## src/rtl/fetch_ctrl.sv

```systemverilog
`default_nettype none
// ============================================================================
//  Module   : fetch_ctrl
//  Purpose  : Instruction-fetch sequencer. Walks IDLE -> T0 -> T1 -> T2
//             (-> T3) -> DONE, issuing bus-source selects and register
//             load/increment strobes, waiting on mem_ready with a timeout.
//  Revision : 1.0  initial release
// ----------------------------------------------------------------------------
//  Ports
//    clk        in   1   clock, all state updates on rising edge
//    clr        in   1   synchronous active-high reset
//    start      in   1   request to begin a fetch
//    halt       in   1   blocks starting a new fetch (never aborts one)
//    mem_ready  in   1   memory read data valid this cycle
//    ir_in      in  16   current IR contents
//    bus_sel    out  3   bus source: 0 none, 1 AR, 2 PC, 3 IR, 7 MEM
//    ar_ld      out  1   load AR from bus
//    pc_inc     out  1   increment PC
//    ir_ld      out  1   load IR from bus
//    mem_rd     out  1   memory read request
//    seq_t      out  3   current state code
//    busy       out  1   registered, high outside IDLE
//    done       out  1   registered, high for the single DONE cycle
//    err        out  1   registered, sticky memory-timeout flag
//    opcode     out  3   IR[14:12] latched in T2
//    indirect   out  1   IR[15] latched in T2
// ============================================================================
module fetch_ctrl #(
    parameter int TIMEOUT = 15
) (
    input  logic        clk,
    input  logic        clr,
    input  logic        start,
    input  logic        halt,
    input  logic        mem_ready,
    input  logic [15:0] ir_in,
    output logic [2:0]  bus_sel,
    output logic        ar_ld,
    output logic        pc_inc,
    output logic        ir_ld,
    output logic        mem_rd,
    output logic [2:0]  seq_t,
    output logic        busy,
    output logic        done,
    output logic        err,
    output logic [2:0]  opcode,
    output logic        indirect
);

    typedef enum logic [2:0] {
        S_IDLE = 3'd0,
        S_T0   = 3'd1,
        S_T1   = 3'd2,
        S_T2   = 3'd3,
        S_T3   = 3'd4,
        S_DONE = 3'd5
    } state_t;

    localparam logic [2:0] C_BUS_NONE = 3'd0;
    localparam logic [2:0] C_BUS_AR   = 3'd1;
    localparam logic [2:0] C_BUS_PC   = 3'd2;
    localparam logic [2:0] C_BUS_IR   = 3'd3;
    localparam logic [2:0] C_BUS_MEM  = 3'd7;
    localparam logic [8:0] C_TIMEOUT  = TIMEOUT[8:0];

    state_t     state_q, state_d;
    logic [7:0] wait_cnt_q, wait_cnt_d;
    logic [2:0] opcode_q, opcode_d;
    logic       indirect_q, indirect_d;
    logic       busy_q, busy_d;
    logic       done_q, done_d;
    logic       err_q, err_d;

    logic       w_launch;
    logic       w_wait_expired;
    logic       w_ir_unused;

    // Only the opcode/indirect fields are decoded here; the rest of IR
    // reaches AR over the external bus.
    assign w_ir_unused = ^ir_in[11:0];

    assign w_launch = start && !halt;

    // One more cycle without mem_ready would bring the count to TIMEOUT.
    // Evaluated 9 bits wide so TIMEOUT=255 cannot wrap.
    assign w_wait_expired = (({1'b0, wait_cnt_q} + 9'd1) >= C_TIMEOUT);

    always_comb begin
        state_d    = state_q;
        wait_cnt_d = 8'd0;
        opcode_d   = opcode_q;
        indirect_d = indirect_q;
        err_d      = err_q;
        bus_sel    = C_BUS_NONE;
        ar_ld      = 1'b0;
        pc_inc     = 1'b0;
        ir_ld      = 1'b0;
        mem_rd     = 1'b0;

        case (state_q)
            S_IDLE: begin
                if (w_launch) begin
                    state_d = S_T0;
                    err_d   = 1'b0;
                end
            end
            S_T0: begin
                bus_sel = C_BUS_PC;
                ar_ld   = 1'b1;
                state_d = S_T1;
            end
            S_T1: begin
                if (mem_ready) begin
                    bus_sel = C_BUS_MEM;
                    mem_rd  = 1'b1;
                    ir_ld   = 1'b1;
                    pc_inc  = 1'b1;
                    state_d = S_T2;
                end else if (w_wait_expired) begin
                    // Abandon the fetch silently: no select, no request.
                    state_d = S_IDLE;
                    err_d   = 1'b1;
                end else begin
                    bus_sel    = C_BUS_AR;
                    mem_rd     = 1'b1;
                    wait_cnt_d = wait_cnt_q + 8'd1;
                end
            end
            S_T2: begin
                bus_sel    = C_BUS_IR;
                ar_ld      = 1'b1;
                opcode_d   = ir_in[14:12];
                indirect_d = ir_in[15];
                state_d    = ir_in[15] ? S_T3 : S_DONE;
            end
            S_T3: begin
                if (mem_ready) begin
                    bus_sel = C_BUS_MEM;
                    mem_rd  = 1'b1;
                    ar_ld   = 1'b1;
                    state_d = S_DONE;
                end else if (w_wait_expired) begin
                    state_d = S_IDLE;
                    err_d   = 1'b1;
                end else begin
                    bus_sel    = C_BUS_AR;
                    mem_rd     = 1'b1;
                    wait_cnt_d = wait_cnt_q + 8'd1;
                end
            end
            S_DONE: begin
                // DONE->T0 leaves err alone; only IDLE->T0 clears it.
                state_d = w_launch ? S_T0 : S_IDLE;
            end
            default: begin
                state_d = S_IDLE;
            end
        endcase

        // Status flags are registered so they line up with the state code.
        busy_d = (state_d != S_IDLE);
        done_d = (state_d == S_DONE);
    end

    always_ff @(posedge clk) begin
        if (clr) begin
            state_q    <= S_IDLE;
            wait_cnt_q <= 8'd0;
            opcode_q   <= 3'd0;
            indirect_q <= 1'b0;
            busy_q     <= 1'b0;
            done_q     <= 1'b0;
            err_q      <= 1'b0;
        end else begin
            state_q    <= state_d;
            wait_cnt_q <= wait_cnt_d;
            opcode_q   <= opcode_d;
            indirect_q <= indirect_d;
            busy_q     <= busy_d;
            done_q     <= done_d;
            err_q      <= err_d;
        end
    end

    assign seq_t    = state_q;
    assign busy     = busy_q;
    assign done     = done_q;
    assign err      = err_q;
    assign opcode   = opcode_q;
    assign indirect = indirect_q;

endmodule
`default_nettype wire
```

## config.mk

```make
export PLATFORM = sky130hd
export DESIGN_NAME = fetch_ctrl
export DESIGN_NICKNAME = d
export VERILOG_FILES = /design/src/rtl/fetch_ctrl.sv
export SDC_FILE = /design/constraint.sdc
export NUM_CORES = 1
export LEC_CHECK = 0
export CAP_MARGIN = 40
export CORE_ASPECT_RATIO = 1.2
export CORE_MARGIN = 4
export CORE_UTILIZATION = 40
export CTS_BUF_LIST = sky130_fd_sc_hd__clkbuf_8
export CTS_CLUSTER_SIZE = 30
export DETAILED_ROUTE_END_ITERATION = 16
export DONT_BUFFER_PORTS = 1
export PLACE_DENSITY = 0.52
export SLEW_MARGIN = 15
export SYNTH_ARGS = -nofsm -noshare
export SYNTH_HDL_FRONTEND = slang
export SYNTH_SLANG_ARGS = --single-unit
```

## constraint.sdc

```tcl
create_clock -name clk -period 3.8 [get_ports clk]
set_clock_uncertainty 0.2 [all_clocks]
set_input_delay 1.14 -clock clk [delete_from_list [all_inputs] [get_ports clk]]
set_output_delay 1.14 -clock clk [all_outputs]
set_load 0.01 [all_outputs]
```

==> qor.log, run 1 <==
qor: critical_path.crit_buf_inv 1
qor: die.row_count 18
qor: pwr.clock_power_share 0.403
qor: global_route.largest_net_degree_at_the_start_of_global_routing 15
qor: finish.final_util 0.4689
qor: clock_network.numCtsBuffers 3
qor: sta.timing.final.setup_violations 0
qor: place.finalWeightedCongestion 0.7816
qor: global_route.grt_pass1_vias 680
qor: finish.register_area 361.6 sq um
qor: critical_path.crit_arrival 2.20 ns
qor: sta.period_share 0.9319
qor: clock_network.clock_sink_count 18
qor: place.dpl_cell_area 904.6 sq um
qor: sta.rsz0062_at_grt no
qor: finish.multi_input_comb_area 476.7 sq um
qor: logic_synthesis.syn_area 855.8 sq um
qor: pwr.power_switching_share 0.2235
qor: finish.drive_gt1_frac 0.1182
qor: place.count_of_input_and_output_buffers 0
qor: clock_network.clockBufferDepth 2
qor: critical_path.crit_path_class reg -> out
qor: pwr.cellPowerDensity 398.6 mW/mm^2
qor: die.initial_core_utilization 0.4176
qor: clock_network.tritoncts_clock_tree done
qor: status.outcome complete, no violations
qor: finish.final_cell_area 960.9 sq um
qor: place.pre_cts_setup_slack 0.4086 ns
qor: sta.finalHoldViolCount 0
qor: critical_path.cpPeakStageDelay 0.38 ns
qor: route.route.antenna.remaining_nets 0
qor: logic_synthesis.avgSynthCellArea 8.151 sq um
qor: logic_synthesis.syn_inst 105
qor: finish.fillers 219
qor: sta.max_clock_freq 0.2824 GHz
qor: pwr.max-vdd-ir-drop 0.2518 mV
qor: sta.minimum_hold_slack 0.2896 ns
qor: sta.layout_setup_ws 0.2588 ns
qor: critical_path.cp_max_fo 6
qor: die.io-pin-count 38
qor: sta.timing.final.crit_period 3.541 ns
qor: hold_path.timing.hold.worst.start wait_cnt_q[0]$_SDFF_PP0_
qor: route.first_pass_iters 3
qor: place.dp.final_hpwl 1362 microns
qor: pwr.power 0.3830 mW
qor: die.chipHeight 58.67 microns
qor: route.vias 712
qor: pwr.power.internal 0.2974 mW
qor: route.drcViolationCount 0
qor: logic_synthesis.synth.ff_latch_count 18
qor: route.route.detailed.vias_per_inst 5.086
qor: hold_path.hold_critical_path_endpoint wait_cnt_q[0]$_SDFF_PP0_
qor: critical_path.worst-r2r-cell-count 8
qor: global_route.initial_antenna_violation_count 0
qor: logic_synthesis.seq_area_frac_synth 0.4211
qor: global_route.grt_pass1_wl 3036 microns
qor: route.wl_per_cell 12.79 microns
qor: global_route.total_overflow_reported_by_the_global_router 0
qor: clock_network.cts_root_buf sky130_fd_sc_hd__clkbuf_8
qor: clock_network.cts.reportedPaths.clkPinSlew 0.07 ns
qor: sta.setup-tns-final 0 ns
qor: run.timing.max_cap.violations 0
qor: critical_path.critPathLaunchType register
qor: critical_path.worst_path_max_delay_cell sky130_fd_sc_hd__a2111oi_4
qor: logic_synthesis.synth_warn 0
qor: pwr.seq_power_share 0.524
qor: route.detailedRoute.firstIterationViolations 17
qor: route.totalWireLength 1791 microns
qor: critical_path.worst_setup_path_end_kind primary output
qor: logic_synthesis.synth_cell_type_count 32
qor: pwr.power.static_leakage 0.3388 nW
qor: clock_network.cts-resized-gates 0
qor: pwr.p_switching 0.08562 mW
qor: place.placedCellCount 136
qor: clock_network.clock_tree.htree_level_count 1
qor: critical_path.cp_cell_sequence ha_1 -> nor2_1 -> a32oi_1 -> o32a_1 -> a2111oi_4 -> buf_4 -> o21ai_2 -> o21ai_0
qor: critical_path.regToRegEndpoint done$_SDFF_PP0_
qor: finish.finalNetCount 134
qor: die.die_area 0.002947 sq mm
qor: die.coreArea 0.002049 sq mm
qor: critical_path.critPathRequiredTime 2.46 ns
qor: finish.insertedDiodeCount 0
qor: die.die_width 50.23 microns
qor: global_route.grtUsageTotal 0.1355
qor: hold_path.min_path_cells 1
qor: critical_path.worst_path_dominant_cell_family compound AO/OA/AOI/OAI gates
qor: clock_network.cts_hold_buf 0
qor: sta.slew_viol_final 0
qor: critical_path.timing.rr.start wait_cnt_q[1]$_SDFF_PP0_
qor: finish.syn2layout_area_growth 12.28%
qor: clock_network.clock_insertion_delay_worst_skew 0.25 ns
qor: pwr.power.combinational.fraction 0.073
qor: finish.layout.cells.non_filler 140
qor: clock_network.post_cts_buffers 0
qor: critical_path.regToRegSetupSlack 1.58 ns
qor: hold_path.hp-class reg -> reg
-- layout make-up --
type,instances,share of cell area
inverters,2,0.007812
clock buffers,4,0.05729
well taps,30,0.03906
repair buffers,3,0.02344
multi-input cells,83,0.4961
flip-flops and latches,18,0.3763
-- flip-flops by register name, summed over array words and instances (netlist names) --
name	flops
opcode	3
done	1
seq_t	3
wait_cnt_q	8
busy	1
indirect	1
err	1
-- worst register-to-register path, stage by stage (launching register included) --
cell and delay [ns]:
sky130_fd_sc_hd__dfxtp_1 0.37, sky130_fd_sc_hd__ha_1 0.26, sky130_fd_sc_hd__nor2_1 0.15, sky130_fd_sc_hd__a32oi_1 0.11, sky130_fd_sc_hd__o32a_1 0.22, sky130_fd_sc_hd__a2111oi_4 0.38
sky130_fd_sc_hd__buf_4 0.21, sky130_fd_sc_hd__o21ai_2 0.08, sky130_fd_sc_hd__a211oi_2 0.17
-- Yosys cell counts --
library cell                 n  area, sq um
sky130_fd_sc_hd__o21ai_0     7        35.03
sky130_fd_sc_hd__nand3_1     5        25.02
sky130_fd_sc_hd__a21boi_0    2        15.01
sky130_fd_sc_hd__o211ai_1    1        7.510
sky130_fd_sc_hd__nand2b_1    2        12.51
sky130_fd_sc_hd__nand4_1     1        6.260
sky130_fd_sc_hd__conb_1      1        3.750
sky130_fd_sc_hd__nor2b_1     3        18.77
sky130_fd_sc_hd__a2111oi_4   1        27.53
sky130_fd_sc_hd__nand3b_1    1        7.510
sky130_fd_sc_hd__dfxtp_1    18        360.4
sky130_fd_sc_hd__a21oi_1     9        45.04
sky130_fd_sc_hd__xnor2_1     1        8.760
sky130_fd_sc_hd__inv_1       2        7.510
sky130_fd_sc_hd__nor3_1      3        15.01
sky130_fd_sc_hd__o21ai_2     1        8.760
sky130_fd_sc_hd__and2_1      1        6.260
sky130_fd_sc_hd__o32a_1      1        10.01
sky130_fd_sc_hd__or2_2       1        6.260
sky130_fd_sc_hd__nor2_1     14        52.55
sky130_fd_sc_hd__o2111ai_1   1        8.760
sky130_fd_sc_hd__o41ai_1     1        8.760
sky130_fd_sc_hd__xor2_1      1        8.760
sky130_fd_sc_hd__buf_4       1        7.510
sky130_fd_sc_hd__ha_1        2        25.02
sky130_fd_sc_hd__clkbuf_1    4        15.01
sky130_fd_sc_hd__o21ba_2     1        10.01
sky130_fd_sc_hd__a32oi_1     1        8.760
sky130_fd_sc_hd__a211oi_2    1        12.51
sky130_fd_sc_hd__o31ai_1     1        7.510
sky130_fd_sc_hd__nand2_1    15        56.30
sky130_fd_sc_hd__o21bai_1    1        7.510
-- power by group through the flow --
| stage | Sequential [mW] | Clock (mW) | Combinational, mW |
|---|---|---|---|
| floorplan | 0.203 | 0 | 0.0260 |
| global placement | 0.205 | 0 | 0.0277 |
| detailed placement | 0.205 | 0 | 0.0280 |
| CTS | 0.201 | 0.159 | 0.0282 |
| global route | 0.201 | 0.168 | 0.0315 |
| finish | 0.201 | 0.155 | 0.0279 |
-- how the worst max path moves through the flow --
stage / startpoint / end / slack [ns] / cells past startpoint
2_1_floorplan: mem_ready / bus_sel[1] / 0.49 / 4
3_3_place_gp: wait_cnt_q[0]$_SDFF_PP0_ / bus_sel[0] / 0.42 / 9
3_5_place_dp: wait_cnt_q[0]$_SDFF_PP0_ / bus_sel[0] / 0.41 / 9
4_1_cts: wait_cnt_q[0]$_SDFF_PP0_ / bus_sel[0] / 0.13 / 9
5_1_grt: wait_cnt_q[0]$_SDFF_PP0_ / bus_sel[0] / 0.10 / 9
6_report: wait_cnt_q[1]$_SDFF_PP0_ / bus_sel[0] / 0.26 / 8
-- cell families (layout without fill, tap and decap cells) --
kind of cell,after synthesis,after routing,share of synthesized area
other cells,1,4,0.004382
buf+inv,7,9,0.03509
compound gates,29,29,0.2485
xor+xnor,2,2,0.02047
fa+ha+maj,2,2,0.02924
simple gates,46,46,0.2412
flops,18,18,0.4211
-- cell usage in the layout, fill, tap and decap left out, types with 2 or more instances in the layout --
master / n
sky130_fd_sc_hd__buf_4: 3
sky130_fd_sc_hd__dfxtp_1: 17
sky130_fd_sc_hd__nand2b_1: 2
sky130_fd_sc_hd__o21ai_0: 7
sky130_fd_sc_hd__nor2b_1: 3
sky130_fd_sc_hd__inv_1: 2
sky130_fd_sc_hd__nand2_1: 15
sky130_fd_sc_hd__nor2_1: 14
sky130_fd_sc_hd__nand3_1: 5
sky130_fd_sc_hd__clkbuf_8: 4
sky130_fd_sc_hd__a21oi_1: 9
sky130_fd_sc_hd__ha_1: 2
sky130_fd_sc_hd__conb_1: 4
sky130_fd_sc_hd__nor3_1: 3
sky130_fd_sc_hd__a21boi_0: 2
-- layer usage --
metal / vias up / global-route usage / wire length (microns) / part of all wire
li1: 370 / - / - / -
met1: 322 / 0.1494 / 716 / 0.40
met2: 16 / 0.2239 / 931 / 0.52
met3: 4 / 0.04051 / 118 / 0.066
met4: 0 / 0.09091 / 25 / 0.014
met5: - / 0 / 0 / 0
No activity file was read; power rests on OpenSTA's default activity.
==> run 2: changes to the inputs <==
==> constraint.sdc (replaced) <==
create_clock -name clk -period 3.8 [get_ports clk]
set_clock_uncertainty 0.2 [all_clocks]
set_input_delay 1.14 -clock clk [delete_from_list [all_inputs] [get_ports clk]]
set_output_delay 1.14 -clock clk [all_outputs]
set_load 0.1 [all_outputs]
==> qor.log, run 2 (same netlist as run 1, synthesis figures left out) <==
qor: status.outcome complete, no violations
qor: place.dp.final_hpwl 1475 microns
qor: route.drcViolationCount 0
qor: clock_network.cts.reportedPaths.clkPinSlew 0.07 ns
qor: die.initial_core_utilization 0.4176
qor: finish.insertedDiodeCount 0
qor: pwr.power.internal 0.3115 mW
qor: sta.rsz0062_at_grt no
qor: global_route.initial_antenna_violation_count 0
qor: pwr.cellPowerDensity 364.1 mW/mm^2
qor: die.coreArea 0.002049 sq mm
qor: critical_path.timing.rr.start wait_cnt_q[0]$_SDFF_PP0_
qor: finish.mostFrequentLayoutCells sky130_fd_sc_hd__dfxtp_1 (17), sky130_fd_sc_hd__nand2_1 (15), sky130_fd_sc_hd__nor2_1 (11)
qor: pwr.power_switching_share 0.2981
qor: global_route.grtUsageTotal 0.1474
qor: critical_path.crit_arrival 2.29 ns
qor: pwr.seq_power_share 0.449
qor: critical_path.critPathLaunchType register
qor: pwr.power.static_leakage 0.4487 nW
qor: global_route.grt_pass1_vias 814
qor: run.timing.max_cap.violations 0
qor: finish.largest_register_ffs 8
qor: critical_path.crit_start wait_cnt_q[0]$_SDFF_PP0_
qor: clock_network.clock_sink_count 18
qor: global_route.largest_net_degree_at_the_start_of_global_routing 15
qor: critical_path.worst_setup_path_end_kind primary output
qor: hold_path.hp-class reg -> reg
qor: hold_path.timing.hold.worst.start wait_cnt_q[0]$_SDFF_PP0_
qor: place.dpl_cell_area 0.001141 sq mm
qor: sta.worst_slew_pin_slew 0.5477 ns
qor: sta.period_share 0.9554
qor: clock_network.tritoncts_clock_tree done
qor: finish.fillers 183
qor: route.vias 775
qor: pwr.clock_power_share 0.343
qor: clock_network.cts_root_buf sky130_fd_sc_hd__clkbuf_8
qor: die.chipHeight 58.67 microns
qor: sta.timing.final.setup_violations 0
qor: route.route.antenna.remaining_nets 0
qor: global_route.total_overflow_reported_by_the_global_router 0
qor: critical_path.cp_max_fo 8
qor: finish.mostFrequentLayoutCell sky130_fd_sc_hd__dfxtp_1
qor: finish.final_cell_area 0.001219 sq mm
qor: critical_path.critPathRequiredTime 2.46 ns
qor: die.die_area 0.002947 sq mm
qor: route.detailedRoute.firstIterationViolations 20
qor: place.finalWeightedCongestion 0.7376
qor: die.io-pin-count 38
qor: sta.setup-tns-final 0 ns
qor: route.route.detailed.vias_per_inst 5.000
qor: finish.regMostFlops wait_cnt_q
qor: place.count_of_input_and_output_buffers 0
qor: clock_network.clock_insertion_delay_worst_skew 0.25 ns
qor: die.die_width 50.23 microns
qor: route.totalWireLength 1847 microns
qor: finish.finalNetCount 149
qor: finish.drive_gt1_frac 0.2880
qor: clock_network.numCtsBuffers 3
qor: route.wl_per_cell 11.92 microns
qor: finish.syn2layout_area_growth 42.40%
qor: global_route.grt_pass1_wl 3394 microns
qor: sta.timing.final.crit_period 3.630 ns
qor: pwr.power 0.4437 mW
qor: pwr.max-vdd-ir-drop 0.2064 mV
qor: clock_network.clock_tree.htree_level_count 1
qor: pwr.p_switching 0.1323 mW
qor: sta.finalHoldViolCount 0
qor: route.first_pass_iters 3
qor: clock_network.clockBufferDepth 2
qor: pwr.power.combinational.fraction 0.208
qor: die.row_count 18
qor: sta.slew_viol_final 0
qor: critical_path.crit_path_class reg -> out
qor: sta.max_clock_freq 0.2754 GHz
qor: sta.worst_slew_margin_relative_to_its_limit 0.6379
## run 2: changes by cell type in the layout (fill, tap and decap cells not counted), moves of 2 or more
| cell | delta |
|---|---|
| sky130_fd_sc_hd__a21oi_1 | -2 |
| sky130_fd_sc_hd__buf_12 | +3 |
| sky130_fd_sc_hd__buf_4 | +5 |
| sky130_fd_sc_hd__buf_8 | +7 |
| sky130_fd_sc_hd__nor2_1 | -3 |
| sky130_fd_sc_hd__nor2_4 | +2 |
| sky130_fd_sc_hd__o21ai_0 | -2 |
## run 2: power by group through the flow
stage / Sequential, mW / Clock (mW) / Combinational, mW
2_1_floorplan: 0.222 / 0 / 0.0543
3_3_place_gp: 0.215 / 0 / 0.0750
3_5_place_dp: 0.204 / 0 / 0.0915
4_1_cts: 0.200 / 0.155 / 0.0916
5_1_grt: 0.200 / 0.164 / 0.0974
6_report: 0.199 / 0.152 / 0.0922
## run 2: path summary, 6_finish.rpt
path	end	depth (start not counted)	slack, ns
min	wait_cnt_q[0]$_SDFF_PP0_	1	0.27
max reg2reg	err$_SDFFE_PP0P_	9	1.55
max	bus_sel[0]	9	0.17
min reg2reg	wait_cnt_q[0]$_SDFF_PP0_	1	0.27
## run 2: per-layer routing
layer	vias up	share of wire	GRT usage	routed length, microns
met5	-	0	0	0
met4	0	0.015	0.06324	27
met3	4	0.064	0.04810	119
met2	20	0.47	0.2425	864
met1	349	0.45	0.1751	835
li1	402	-	-	-
## run 2: area by class of cell
| cell class | instances | area [sq um] | share of cell area |
|---|---|---|---|
| tap | 30 | 37.54 | 0.03080 |
| multi-input combinational | 83 | 529.3 | 0.4343 |
| inverter | 2 | 7.507 | 0.006160 |
| clock buffer | 4 | 55.05 | 0.04517 |
| timing repair buffer | 18 | 225.2 | 0.1848 |
| sequential | 18 | 364.1 | 0.2988 |
## run 2: through the flow
step                        util  cells  hold slack [ns]  worst slack [ns]
after floorplan                -    108           0.2723           -0.3000
after global placement    0.5055    143           0.3054            0.3310
after detailed placement  0.5568    150           0.2726            0.2877
after CTS                 0.5836    154           0.2857          0.007118
after global routing      0.5946    155           0.2935           0.02840
final                     0.5946    155           0.2712            0.1695
## run 2: timing repair
| action | 4_1_cts | 5_1_grt |
|---|---|---|
| hold buffers | 0 | 0 |
| endpoints found under the setup margin | 0 | 2 |
| buffers inserted | 0 | 1 |
| resized for setup | 0 | 5 |
## run 2: critical path, cell delays in order (launching register included)
cell	delay [ns]
sky130_fd_sc_hd__dfxtp_4	0.37
sky130_fd_sc_hd__ha_1	0.26
sky130_fd_sc_hd__nor2_2	0.16
sky130_fd_sc_hd__a32oi_1	0.11
sky130_fd_sc_hd__o32a_1	0.22
sky130_fd_sc_hd__a2111oi_4	0.34
sky130_fd_sc_hd__buf_4	0.21
sky130_fd_sc_hd__o21ai_2	0.10
sky130_fd_sc_hd__o21ai_4	0.08
sky130_fd_sc_hd__buf_12	0.19
==> run 3: changes to the inputs <==
--- a/config.mk
+++ b/config.mk
@@ -14,6 +14,7 @@
 export DETAILED_ROUTE_END_ITERATION = 16
 export DONT_BUFFER_PORTS = 1
 export PLACE_DENSITY = 0.52
+export RECOVER_POWER = 25
 export SLEW_MARGIN = 15
 export SYNTH_ARGS = -nofsm -noshare
 export SYNTH_HDL_FRONTEND = slang
==> qor.log, run 3 (same netlist as run 1, synthesis figures left out) <==
qor: critical_path.cp_cell_sequence ha_1 -> nor2_2 -> a32oi_1 -> o32a_1 -> a2111oi_4 -> buf_4 -> o21ai_2 -> o21ai_4 -> buf_12
qor: place.dp.final_hpwl 1475 microns
qor: sta.slew_viol_final 0
qor: clock_network.cts_root_buf sky130_fd_sc_hd__clkbuf_8
qor: sta.timing.final.crit_period 3.629 ns
qor: route.drcViolationCount 0
qor: pwr.seq_power_share 0.451
qor: route.vias 778
qor: global_route.total_overflow_reported_by_the_global_router 0
qor: clock_network.clock_sink_count 18
qor: critical_path.cpPeakStageDelay 0.37 ns
qor: sta.finalHoldViolCount 0
qor: pwr.p_switching 0.1318 mW
qor: critical_path.crit_arrival 2.29 ns
qor: finish.drive_gt1_frac 0.2640
qor: sta.rsz0062_at_grt no
qor: sta.period_share 0.9550
qor: route.route.antenna.remaining_nets 0
qor: status.outcome complete, no violations
qor: finish.mostFrequentLayoutCells sky130_fd_sc_hd__dfxtp_1 (17), sky130_fd_sc_hd__nand2_1 (15), sky130_fd_sc_hd__nor2_1 (11)
qor: finish.insertedDiodeCount 0
qor: hold_path.timing.hold.worst.start wait_cnt_q[0]$_SDFF_PP0_
qor: global_route.grt_pass1_vias 814
qor: global_route.grt-busiest-layer met2
qor: global_route.largest_net_degree_at_the_start_of_global_routing 15
qor: route.first_pass_iters 3
qor: hold_path.hp-class reg -> reg
qor: pwr.power.static_leakage 0.4388 nW
qor: route.totalWireLength 1844 microns
qor: sta.worst_slew_pin_slew 1.157 ns
qor: pwr.clock_power_share 0.345
qor: route.wl_per_cell 11.90 microns
qor: clock_network.clockBufferDepth 2
qor: sta.minimum_hold_slack 0.2712 ns
qor: finish.final_util 0.5836
qor: finish.regMostFlops wait_cnt_q
qor: finish.final_cell_area 0.001196 sq mm
qor: global_route.grtUsageTotal 0.1474
qor: clock_network.cts.reportedPaths.clkPinSlew 0.07 ns
qor: pwr.power.combinational.fraction 0.204
qor: global_route.grt_pass1_wl 3394 microns
qor: finish.syn2layout_area_growth 39.77%
qor: place.dpl_cell_area 0.001141 sq mm
qor: place.finalWeightedCongestion 0.7376
qor: clock_network.clock_tree.htree_level_count 1
qor: critical_path.worst_setup_path_end_kind primary output
qor: die.coreArea 0.002049 sq mm
qor: critical_path.cp_max_fo 8
qor: route.route.detailed.vias_per_inst 5.019
qor: pwr.max-vdd-ir-drop 0.2060 mV
qor: global_route.gr-usage-met1 0.1751
qor: finish.finalNetCount 149
qor: critical_path.timing.rr.start wait_cnt_q[0]$_SDFF_PP0_
qor: pwr.power.internal 0.3091 mW
qor: run.timing.max_cap.violations 0
qor: critical_path.crit_path_class reg -> out
qor: die.row_count 18
qor: sta.worst_slew_margin_relative_to_its_limit 0.2321
qor: clock_network.cts_hold_buf 0
qor: pwr.power_switching_share 0.2990
qor: clock_network.numCtsBuffers 3
qor: clock_network.tritoncts_clock_tree done
qor: sta.setup-tns-final 0 ns
qor: global_route.grt_util_met2 0.2425
qor: global_route.initial_antenna_violation_count 0
qor: clock_network.clock_insertion_delay_worst_skew 0.25 ns
qor: critical_path.worst_path_max_delay_cell sky130_fd_sc_hd__dfxtp_4
qor: sta.timing.final.setup_violations 0
qor: critical_path.critPathLaunchType register
qor: die.io-pin-count 38
qor: critical_path.crit_start wait_cnt_q[0]$_SDFF_PP0_
qor: critical_path.critPathRequiredTime 2.46 ns
qor: finish.mostFrequentLayoutCell sky130_fd_sc_hd__dfxtp_1
qor: die.chipHeight 58.67 microns
qor: route.detailedRoute.firstIterationViolations 20
qor: sta.max_clock_freq 0.2756 GHz
qor: place.count_of_input_and_output_buffers 0
qor: pwr.cellPowerDensity 368.6 mW/mm^2
qor: die.die_area 0.002947 sq mm
qor: global_route.global_route.usage.met3 0.04810
qor: die.die_width 50.23 microns
qor: place.pre_cts_setup_slack 0.2877 ns
qor: die.initial_core_utilization 0.4176
qor: sta.layout_setup_ws 0.1711 ns
qor: finish.largest_register_ffs 8
[run 3: changes by cell type in the layout (fill, tap and decap cells not counted)]
cell and delta:
sky130_fd_sc_hd__buf_8 -2, sky130_fd_sc_hd__clkbuf_1 +2, sky130_fd_sc_hd__o21ba_1 +1, sky130_fd_sc_hd__o21ba_2 -1
[run 3: worst max-delay path: cells and delay by family, from the launching register on]
| family | cells | cell delay [ns] |
|---|---|---|
| compound gates | 5 | 0.85 |
| flops | 1 | 0.37 |
| simple gates | 1 | 0.16 |
| buf+inv | 2 | 0.40 |
| fa+ha+maj | 1 | 0.26 |
[run 3: power groups by stage]
stage	registers [mW]	logic (mW)	clock network, mW
after floorplan	0.222	0.0543	0
after global placement	0.215	0.0750	0
after detailed placement	0.204	0.0915	0
after CTS	0.200	0.0916	0.155
after global routing	0.200	0.0950	0.164
final	0.199	0.0898	0.152
[run 3: area by class of cell]
cell class	count	area, sq um
clock buffers	4	55.05
fillers	185	853.3
well taps	30	37.54
repair buffers	18	202.7
flip-flops and latches	18	364.1
multi-input cells	83	529.3
inverters	2	7.507
[run 3: final timing paths]
path,end,cells after the start,slack [ns]
min,wait_cnt_q[0]$_SDFF_PP0_,1,0.27
min reg2reg,wait_cnt_q[0]$_SDFF_PP0_,1,0.27
max,bus_sel[0],9,0.17
max reg2reg,err$_SDFFE_PP0P_,9,1.55
[run 3: per-stage QoR]
step | power [mW] | std cells
after floorplan | 0.2767 | 108
after global placement | 0.2896 | 143
after detailed placement | 0.2954 | 150
after CTS | 0.4462 | 154
after global routing | 0.4588 | 155
final | 0.4410 | 155
[run 3: metal layers]
| metal | routed length [microns] | up-vias |
|---|---|---|
| met3 | 119 | 4 |
| met2 | 864 | 20 |
| li1 | - | 402 |
| met4 | 27 | 0 |
| met1 | 832 | 352 |
| met5 | 0 | - |
[run 3: what timing repair did]
| action | CTS | global route |
|---|---|---|
| endpoints found under the setup margin | 0 | 2 |
| buffers inserted | 0 | 1 |
| resized for setup | 0 | 5 |
